<file path="config.mk">
export PLATFORM = sky130hd
export DESIGN_NAME = multicycle_control
export DESIGN_NICKNAME = d
export VERILOG_FILES = /design/src/rtl/multicycle_control.sv
export SDC_FILE = /design/constraint.sdc
export NUM_CORES = 1
export LEC_CHECK = 0
export BUFFER_PORTS_ARGS = -buffer_cell sky130_fd_sc_hd__buf_2
export CAP_MARGIN = 20
export CELL_PAD_IN_SITES_DETAIL_PLACEMENT = 1
export CELL_PAD_IN_SITES_GLOBAL_PLACEMENT = 2
export CORE_MARGIN = 10
export CORE_UTILIZATION = 26
export DETAILED_ROUTE_END_ITERATION = 6
export PLACE_DENSITY_LB_ADDON = 0.1
export REMOVE_ABC_BUFFERS = 1
export SLEW_MARGIN = 20
export SYNTH_ARGS = -nofsm -noshare
export SYNTH_HDL_FRONTEND = slang
export SYNTH_SLANG_ARGS = --single-unit
</file>
<file path="constraint.sdc">
create_clock -name clk -period 2.24 [get_ports clk]
set_input_delay 0.112 -clock clk [delete_from_list [all_inputs] [get_ports clk]]
set_output_delay 0.112 -clock clk [all_outputs]
set_load 0.005 [all_outputs]
</file>
<file path="src/rtl/multicycle_control.sv">
// Multicycle RISC-V control FSM: fetch/decode/exec/mem/writeback sequencing with
// memory-wait timeout and sticky fault state for illegal instructions.
module multicycle_control #(
    parameter int unsigned MEM_TIMEOUT = 16,
    parameter logic [3:0]  SUB_ALU_OP  = 4'b0111
) (
    input  logic       clk,
    input  logic       rst,
    input  logic [6:0] op,
    input  logic [2:0] func3,
    input  logic [6:0] func7,
    input  logic       branch_taken,
    input  logic       mem_ready,
    output logic       ir_write,
    output logic       pc_write,
    output logic       mem_read,
    output logic       mem_write,
    output logic       reg_write,
    output logic       alu_source,
    output logic [1:0] register_source,
    output logic [2:0] imm_source,
    output logic [3:0] alu_op,
    output logic [2:0] pc_source,
    output logic       jalr_override,
    output logic [2:0] state,
    output logic       fault
);

    typedef enum logic [2:0] {
        StFetch  = 3'b000,
        StDecode = 3'b001,
        StExec   = 3'b010,
        StMem    = 3'b011,
        StWb     = 3'b100,
        StFault  = 3'b111
    } state_e;

    localparam logic [6:0] OpLoad   = 7'b0000011;
    localparam logic [6:0] OpStore  = 7'b0100011;
    localparam logic [6:0] OpR      = 7'b0110011;
    localparam logic [6:0] OpI      = 7'b0010011;
    localparam logic [6:0] OpBranch = 7'b1100011;
    localparam logic [6:0] OpJal    = 7'b1101111;
    localparam logic [6:0] OpJalr   = 7'b1100111;

    localparam logic [6:0] F7Zero = 7'b0000000;
    localparam logic [6:0] F7Alt  = 7'b0100000;

    // Counter value seen on the last allowed wait cycle.
    localparam logic [7:0] TimeoutLast = 8'(MEM_TIMEOUT - 1);

    state_e     state_q, state_d;
    logic [7:0] cnt_q, cnt_d;
    logic       legal_op;
    logic       legal_f7;
    logic       legal_branch;
    logic [3:0] alu_func;

    always_comb begin
        legal_op = 1'b0;
        legal_f7 = 1'b1;
        case (op)
            OpLoad, OpStore, OpBranch, OpJal, OpJalr: legal_op = 1'b1;
            OpR: begin
                legal_op = 1'b1;
                legal_f7 = (func7 == F7Zero) ||
                           ((func7 == F7Alt) && ((func3 == 3'b000) || (func3 == 3'b101)));
            end
            OpI: begin
                legal_op = 1'b1;
                if (func3 == 3'b001) begin
                    legal_f7 = (func7 == F7Zero);
                end else if (func3 == 3'b101) begin
                    legal_f7 = (func7 == F7Zero) || (func7 == F7Alt);
                end
            end
            default: legal_op = 1'b0;
        endcase
    end

    assign legal_branch = (func3 == 3'b000) || (func3 == 3'b001) ||
                          (func3 == 3'b100) || (func3 == 3'b101);

    // func7[5] selects SUB only for register-register ops; immediates have no SUBI.
    always_comb begin
        alu_func = 4'b0000;
        case (func3)
            3'b000:         alu_func = ((op == OpR) && func7[5]) ? SUB_ALU_OP : 4'b0000;
            3'b001:         alu_func = 4'b0001;
            3'b010, 3'b011: alu_func = SUB_ALU_OP;
            3'b100:         alu_func = 4'b0110;
            3'b101:         alu_func = func7[5] ? 4'b0011 : 4'b0010;
            3'b110:         alu_func = 4'b0101;
            3'b111:         alu_func = 4'b0100;
            default:        alu_func = 4'b0000;
        endcase
    end

    always_comb begin
        state_d         = state_q;
        cnt_d           = cnt_q;
        ir_write        = 1'b0;
        pc_write        = 1'b0;
        mem_read        = 1'b0;
        mem_write       = 1'b0;
        reg_write       = 1'b0;
        alu_source      = 1'b0;
        register_source = 2'b00;
        imm_source      = 3'b000;
        alu_op          = 4'b0000;
        pc_source       = 3'b000;
        jalr_override   = 1'b0;
        fault           = 1'b0;

        case (state_q)
            StFetch: begin
                mem_read = 1'b1;
                if (mem_ready) begin
                    ir_write = 1'b1;
                    state_d  = StDecode;
                end else if (cnt_q == TimeoutLast) begin
                    state_d = StFault;
                end else begin
                    cnt_d = cnt_q + 8'd1;
                end
            end
            StDecode: begin
                state_d = (legal_op && legal_f7) ? StExec : StFault;
            end
            StExec: begin
                case (op)
                    OpLoad: begin
                        alu_source = 1'b1;
                        state_d    = StMem;
                    end
                    OpStore: begin
                        alu_source = 1'b1;
                        imm_source = 3'b001;
                        state_d    = StMem;
                    end
                    OpR: begin
                        alu_op  = alu_func;
                        state_d = StWb;
                    end
                    OpI: begin
                        alu_source = 1'b1;
                        alu_op     = alu_func;
                        state_d    = StWb;
                    end
                    OpBranch: begin
                        imm_source = 3'b011;
                        alu_op     = 4'b1000;
                        if (legal_branch) begin
                            pc_write  = 1'b1;
                            pc_source = branch_taken ? 3'b001 : 3'b000;
                            state_d   = StFetch;
                        end else begin
                            state_d = StFault;
                        end
                    end
                    OpJal: begin
                        alu_source = 1'b1;
                        imm_source = 3'b100;
                        state_d    = StWb;
                    end
                    OpJalr: begin
                        alu_source = 1'b1;
                        state_d    = StWb;
                    end
                    default: state_d = StFault;
                endcase
            end
            StMem: begin
                if (op == OpStore) begin
                    mem_write = 1'b1;
                end else begin
                    mem_read = 1'b1;
                end
                if (mem_ready) begin
                    if (op == OpStore) begin
                        pc_write = 1'b1;
                        state_d  = StFetch;
                    end else begin
                        state_d = StWb;
                    end
                end else if (cnt_q == TimeoutLast) begin
                    state_d = StFault;
                end else begin
                    cnt_d = cnt_q + 8'd1;
                end
            end
            StWb: begin
                reg_write = 1'b1;
                pc_write  = 1'b1;
                state_d   = StFetch;
                case (op)
                    OpLoad: register_source = 2'b00;
                    OpJal: begin
                        register_source = 2'b10;
                        pc_source       = 3'b101;
                    end
                    OpJalr: begin
                        register_source = 2'b10;
                        pc_source       = 3'b110;
                        jalr_override   = 1'b1;
                    end
                    default: register_source = 2'b01;
                endcase
            end
            StFault: begin
                fault = 1'b1;
            end
            default: state_d = StFault;
        endcase

        if (state_d != state_q) begin
            cnt_d = 8'd0;
        end

        // Strobes must drop asynchronously, before the state register settles.
        if (rst) begin
            ir_write  = 1'b0;
            pc_write  = 1'b0;
            mem_read  = 1'b0;
            mem_write = 1'b0;
            reg_write = 1'b0;
        end
    end

    always_ff @(posedge clk or posedge rst) begin
        if (rst) begin
            state_q <= StFetch;
            cnt_q   <= 8'd0;
        end else begin
            state_q <= state_d;
            cnt_q   <= cnt_d;
        end
    end

    assign state = state_q;

endmodule

</file>
# After elaboration in Yosys (flattened, before gate mapping)
# Index checks and enable logic that the tools add are counted.
[word_totals]
elab_cells = 100
inputBits = 21
out_inout_bits = 23
regBits = 11
[op_classes]
n_reduce_logical = 22
add_sub_neg = 1
eq_ne = 24
n_mux = 51
[op_table]
columns = ["operator", "n"]
rows = [
  ["8-bit 2-to-1 mux", 4],
  ["4-bit one-hot mux with 7 select lines", 1],
  ["1-bit 2-to-1 mux", 26],
  ["3-bit 2-to-1 mux", 8],
  ["7-bit by 6-bit equality test with 1-bit output (second input constant)", 3],
  ["7-bit equality test (second input constant)", 3],
  ["3-bit equality test (second input constant)", 6],
  ["3-bit one-hot mux with 3 select lines", 2],
  ["3-bit one-hot mux with 6 select lines", 1],
  ["3-bit by 2-bit equality test with 1-bit output (second input constant)", 4],
  ["3-bit one-hot mux with 2 select lines", 2],
  ["2-bit OR reduction", 5],
  ["8-bit by 1-bit adder with 8-bit output (second input constant)", 1],
  ["8-bit by 4-bit equality test with 1-bit output (second input constant)", 1],
  ["4-bit one-hot mux with 2 select lines", 1],
  ["7-bit by 2-bit equality test with 1-bit output (second input constant)", 1],
  ["7-bit by 5-bit equality test with 1-bit output (second input constant)", 1],
  ["7-bit zero test", 1],
  ["7-bit OR reduction", 1],
  ["3-bit by 1-bit equality test with 1-bit output (second input constant)", 2],
  ["3-bit zero test", 2],
  ["1-bit logical OR", 6],
  ["5-bit OR reduction", 1],
  ["4-bit 2-to-1 mux", 1],
  ["other kinds (10)", 14],
]

# Logic depth before layout (Yosys ltp)
[logic_depth]
word_depth = 11
mapped_depth = 6
ltp_nobuf = 6

# Worst setup path after synthesis
# No wires, ideal clock.
[synth_path]
path_type = "reg2reg"
startpoint = "register cnt_q[4]"
endpoint = "register cnt_q[0]"
required_ps = 2111
path_slack_ps = 557
path_stages_with_launch = 6
path_buffers = 0
setup_ps = 129
period_less_slack_ps = 1683
arrival_time_ps = 1554
cell_sequence = "dfrtp_1 > or4_4 > nor4b_2 > a211oi_1 > o211ai_2 > nor3_1"
[synth_via]
elab_chain_len = 7
elab_cells_between_ends = 11
classes_between = "eq/ne: 4; mux: 5; reduce/logical: 2"
[synth_lines]
columns = ["item", "line_no", "text"]
rows = [
  ["start, declared", "53", "logic [7:0] cnt_q, cnt_d;"],
  ["start signal, assigned", "236", "cnt_q <= cnt_d;"],
  ["8-bit by 4-bit equality test with 1-bit output (*)", "121, 186", ""],
  ["3-bit 2-to-1 mux", "121, 186", ""],
  ["3-bit 2-to-1 mux (on tied branches)", "179, 118", ""],
  ["3-bit one-hot mux with 6 select lines", "115", "case (state_q)"],
  ["3-bit != test", "216", "if (state_d != state_q) begin"],
  ["2-bit by 1-bit != test with 1-bit output (no line) or 2-bit nonzero test (tied branches)", "n/a", ""],
  ["3-bit AND reduction (no line)", "n/a", ""],
]
# Mark *: on every way between the ends. The rest lies on a longest branch, timed or not.
# A chain may end at the register's enable or synchronous reset.

# Worst setup path after layout
[layout_path]
startpoint = "register state_q[0], in the netlist state[0]"
endpoint = "output alu_op[1]"
[layout_via]
elab_chain_len = 2
[layout_lines]
columns = ["item", "line_no", "text"]
rows = [
  ["start, declared", "52", "state_e state_q, state_d;"],
  ["start signal, assigned", "232", "state_q <= StFetch;"],
  ["start signal, assigned", "235", "state_q <= state_d;"],
  ["3-bit by 2-bit equality test with 1-bit output", "115", ""],
  ["4-bit 2-to-1 mux", "115", ""],
  ["end, declared", "22", "output logic [3:0] alu_op,"],
]
# Every way passes these cells.

==> results.json <==
{
  "cp_cell_sequence": "nor2_1 -> nand3_2 -> or3_1 -> a211oi_1 -> buf_2",
  "cellPowerDensity_nw_per_um2": 587.5,
  "drc": 0,
  "clockPowerShare": 0.241,
  "cts_buffer_depth": 2,
  "utilization": 0.3516,
  "slew_headroom": 0.6393,
  "die_area_um2": 7175,
  "grt_overflow": 0,
  "grt_pass1_vias": 1300,
  "setup_ws_ns": 0.2712,
  "tightest_slew_ns": 0.5361,
  "p_leak_nw": 0.6004,
  "synth_area_um2": 1089,
  "fin_nets": 211,
  "initial_utilization": 0.2702,
  "worstPathRequired_ns": 2.13,
  "via_per_inst": 5.256,
  "cts_sinks": 11,
  "drt-wirelength-per-cell_um": 16.20,
  "timing.final.crit_period_ns": 1.969,
  "postSynthAreaPerCell_um2": 7.612,
  "start_kind": "register",
  "grt_max_degree": 17,
  "period_share": 0.8789,
  "ys_warn_count": 0,
  "antenna_found_initial": 0,
  "num_antenna_cells": 0,
  "crit_type": "reg2out",
  "synth_seq_cells": 11,
  "cts_inserted_buffers": 3,
  "drive_gt1_frac": 0.3032,
  "p_int_mw": 0.5011,
  "arrival_ns": 1.86,
  "cp_slowest_cell": "dfrtp_2",
  "slew_violations": 0,
  "cts_tree": "yes",
  "dieWidth_um": 84.71,
  "p_switching_mw": 0.3310,
  "antenna_left": 0,
  "io_pins": 44,
  "gp_congestion": 0.7795,
  "hold_viol_final": 0,
  "setup.worst_path.end_class": "output port",
  "outcome": "finished, final reports clean",
  "syn_to_final_growth_pct": 30.12,
  "worstPathMaxFanout": 14,
  "die_h_um": 84.71,
  "drt_iter0_drc": 73,
  "grt_pass1_wl_um": 6644,
  "synthTopCellsByArea": "dfrtp_1, nor3_1, nor2_1",
  "routed_wl_um": 3855,
  "slowest_delay_ns": 0.49,
  "yosysSeqAreaShare": 0.2529,
  "clkLatencyLatePin_ns": 0.24,
  "port_buffers": 43,
  "worstHoldPathType": "in2reg",
  "p_sw_frac": 0.3978,
  "dpl.hpwl_um": 3104,
  "combPwrFrac": 0.405,
  "yosysTopAreaCell": "dfrtp_1",
  "placed_area_um2": 1354,
  "max-vdd-ir-drop_mv": 0.3341,
  "tns_ns": 0,
  "drt_pass1_iterations": 4,
  "netlist_instances": 143,
  "rows": 23,
  "core_um2": 4029,
  "cap_violations": 0,
  "postCtsSetupBuffers": 0,
  "yosysUniqueCellTypes": 43,
  "dp_worst_setup_slack_ns": 0.3423,
  "ctsRootBufferMaster": "clkbuf_8",
  "final_area_um2": 1416,
  "num_vias": 1251,
  "holdWs_ns": 0.2710,
  "final.setup_skew_ns": 0.002502,
  "setup_violations": 0,
  "pwr-share-seq": 0.354,
  "rsz0062_at_grt": "no",
  "htree_levels": 1,
  "grt_util_all_layers": 0.1076,
  "synth_top_cell_area_share": 0.2529,
  "clkSlewWorstSetupHoldPaths_ns": 0.05,
  "max_clock_freq_ghz": 0.5079
}
## layout make-up
cell class / count / area [um^2]
inverter: 5 / 18.77
timing repair buffer: 45 / 232.7
multi-input combinational: 123 / 779.5
sequential: 11 / 277.8
fill: 512 / 2613
tap: 50 / 62.56
clock buffer: 4 / 45.04
## metrics by stage
stage	power (mW)	instances
finish	0.8321	238
floorplan	0.4839	139
global placement	0.6219	233
global route	0.9089	238
detailed placement	0.6317	233
CTS	0.8421	238
## sequential cells by signal, indices dropped and copies added (netlist names)
| name | cells |
|---|---|
| cnt_q | 8 |
| state | 3 |
## power groups by stage
stage	clock (mW)	combinational (mW)	sequential, mW
after floorplan	0	0.197	0.287
after global placement	0	0.331	0.291
after detailed placement	0	0.338	0.294
after CTS	0.208	0.342	0.292
after global routing	0.218	0.386	0.305
final	0.200	0.337	0.294
## final timing paths
path                            from         to  slack [ns]  depth (start not counted)
max                         state[0]  alu_op[1]        0.27                          5
min                        mem_ready   state[1]        0.27                          3
max reg2reg                 cnt_q[0]   cnt_q[2]        0.37                          6
min reg2reg                 cnt_q[7]   cnt_q[7]        0.56                          2
max in group asynchronous        rst   state[1]        1.42                          3
min in group asynchronous        rst   cnt_q[7]        0.48                          3
## synthesized netlist by cell type (all sizes together)
library cell	n
nand2b	3
a21oi	3
o21ai	7
or2	1
ha	1
nand2	11
o2111ai	1
nand4b	1
o21a	3
o211ai	3
nor3	16
and4bb	1
nand4bb	2
and4b	1
xnor2	7
inv	5
buf	3
or3	2
nor4b	2
a2111oi	1
nand3	5
a221o	1
clkbuf	1
nor4	6
nor2	19
nor3b	2
a31oi	3
and2	2
and3	2
a211oi	3
mux2i	1
or4	1
nor2b	6
a41o	1
xor2	2
a22o	1
dfrtp	11
and4	2
## repair_timing
action,4_1_cts,5_1_grt
resized for setup,0,3
endpoints found under the hold margin,11,0
hold buffers,1,0
setup endpoints to repair,0,4
## placed cells by master, fill, tap and decap left out, types with 2 or more instances in the layout
master,netlist,final
nor2_1,18,18
or3_1,2,2
nand4bb_1,2,2
nor3b_1,2,2
dfrtp_1,11,9
a31oi_1,3,3
nor3_1,16,16
a211oi_1,3,3
nor2b_1,6,6
buf_2,3,43
inv_1,5,5
a21oi_1,3,3
nand2b_1,3,3
nand2_1,11,11
clkbuf_8,0,3
dfrtp_2,0,2
o21ai_0,6,6
nand3_1,5,4
nor4_1,6,6
xnor2_1,7,7
o21a_1,3,3
o211ai_1,2,2
and3_1,2,2
and2_1,2,2
xor2_1,2,2
## cell families (layout without fill, tap and decap cells)
kind of cell             Yosys count  after routing  synth area share
AND/OR/NAND/NOR                   85             85            0.4460
flip-flops                        11             11            0.2529
XOR/XNOR                           9              9           0.07242
AO/OA/AOI/OAI                     27             27            0.1724
buffers and inverters              9             54           0.03563
multiplexers                       1              1          0.009196
adder cells (fa/ha/maj)            1              1           0.01149
## layer usage
metal	track usage	part of all wire
met1	0.1435	0.48
met2	0.1647	0.46
met3	0.02802	0.047
met4	0.03144	0.012
met5	0	0
## critical path, delay by kind of cell (launching register included)
kind / cells / cell delay (ns)
compound gates: 1 / 0.21
buf+inv: 1 / 0.14
flops: 1 / 0.49
simple gates: 3 / 0.76
No activity file was read; power rests on OpenSTA's default activity.
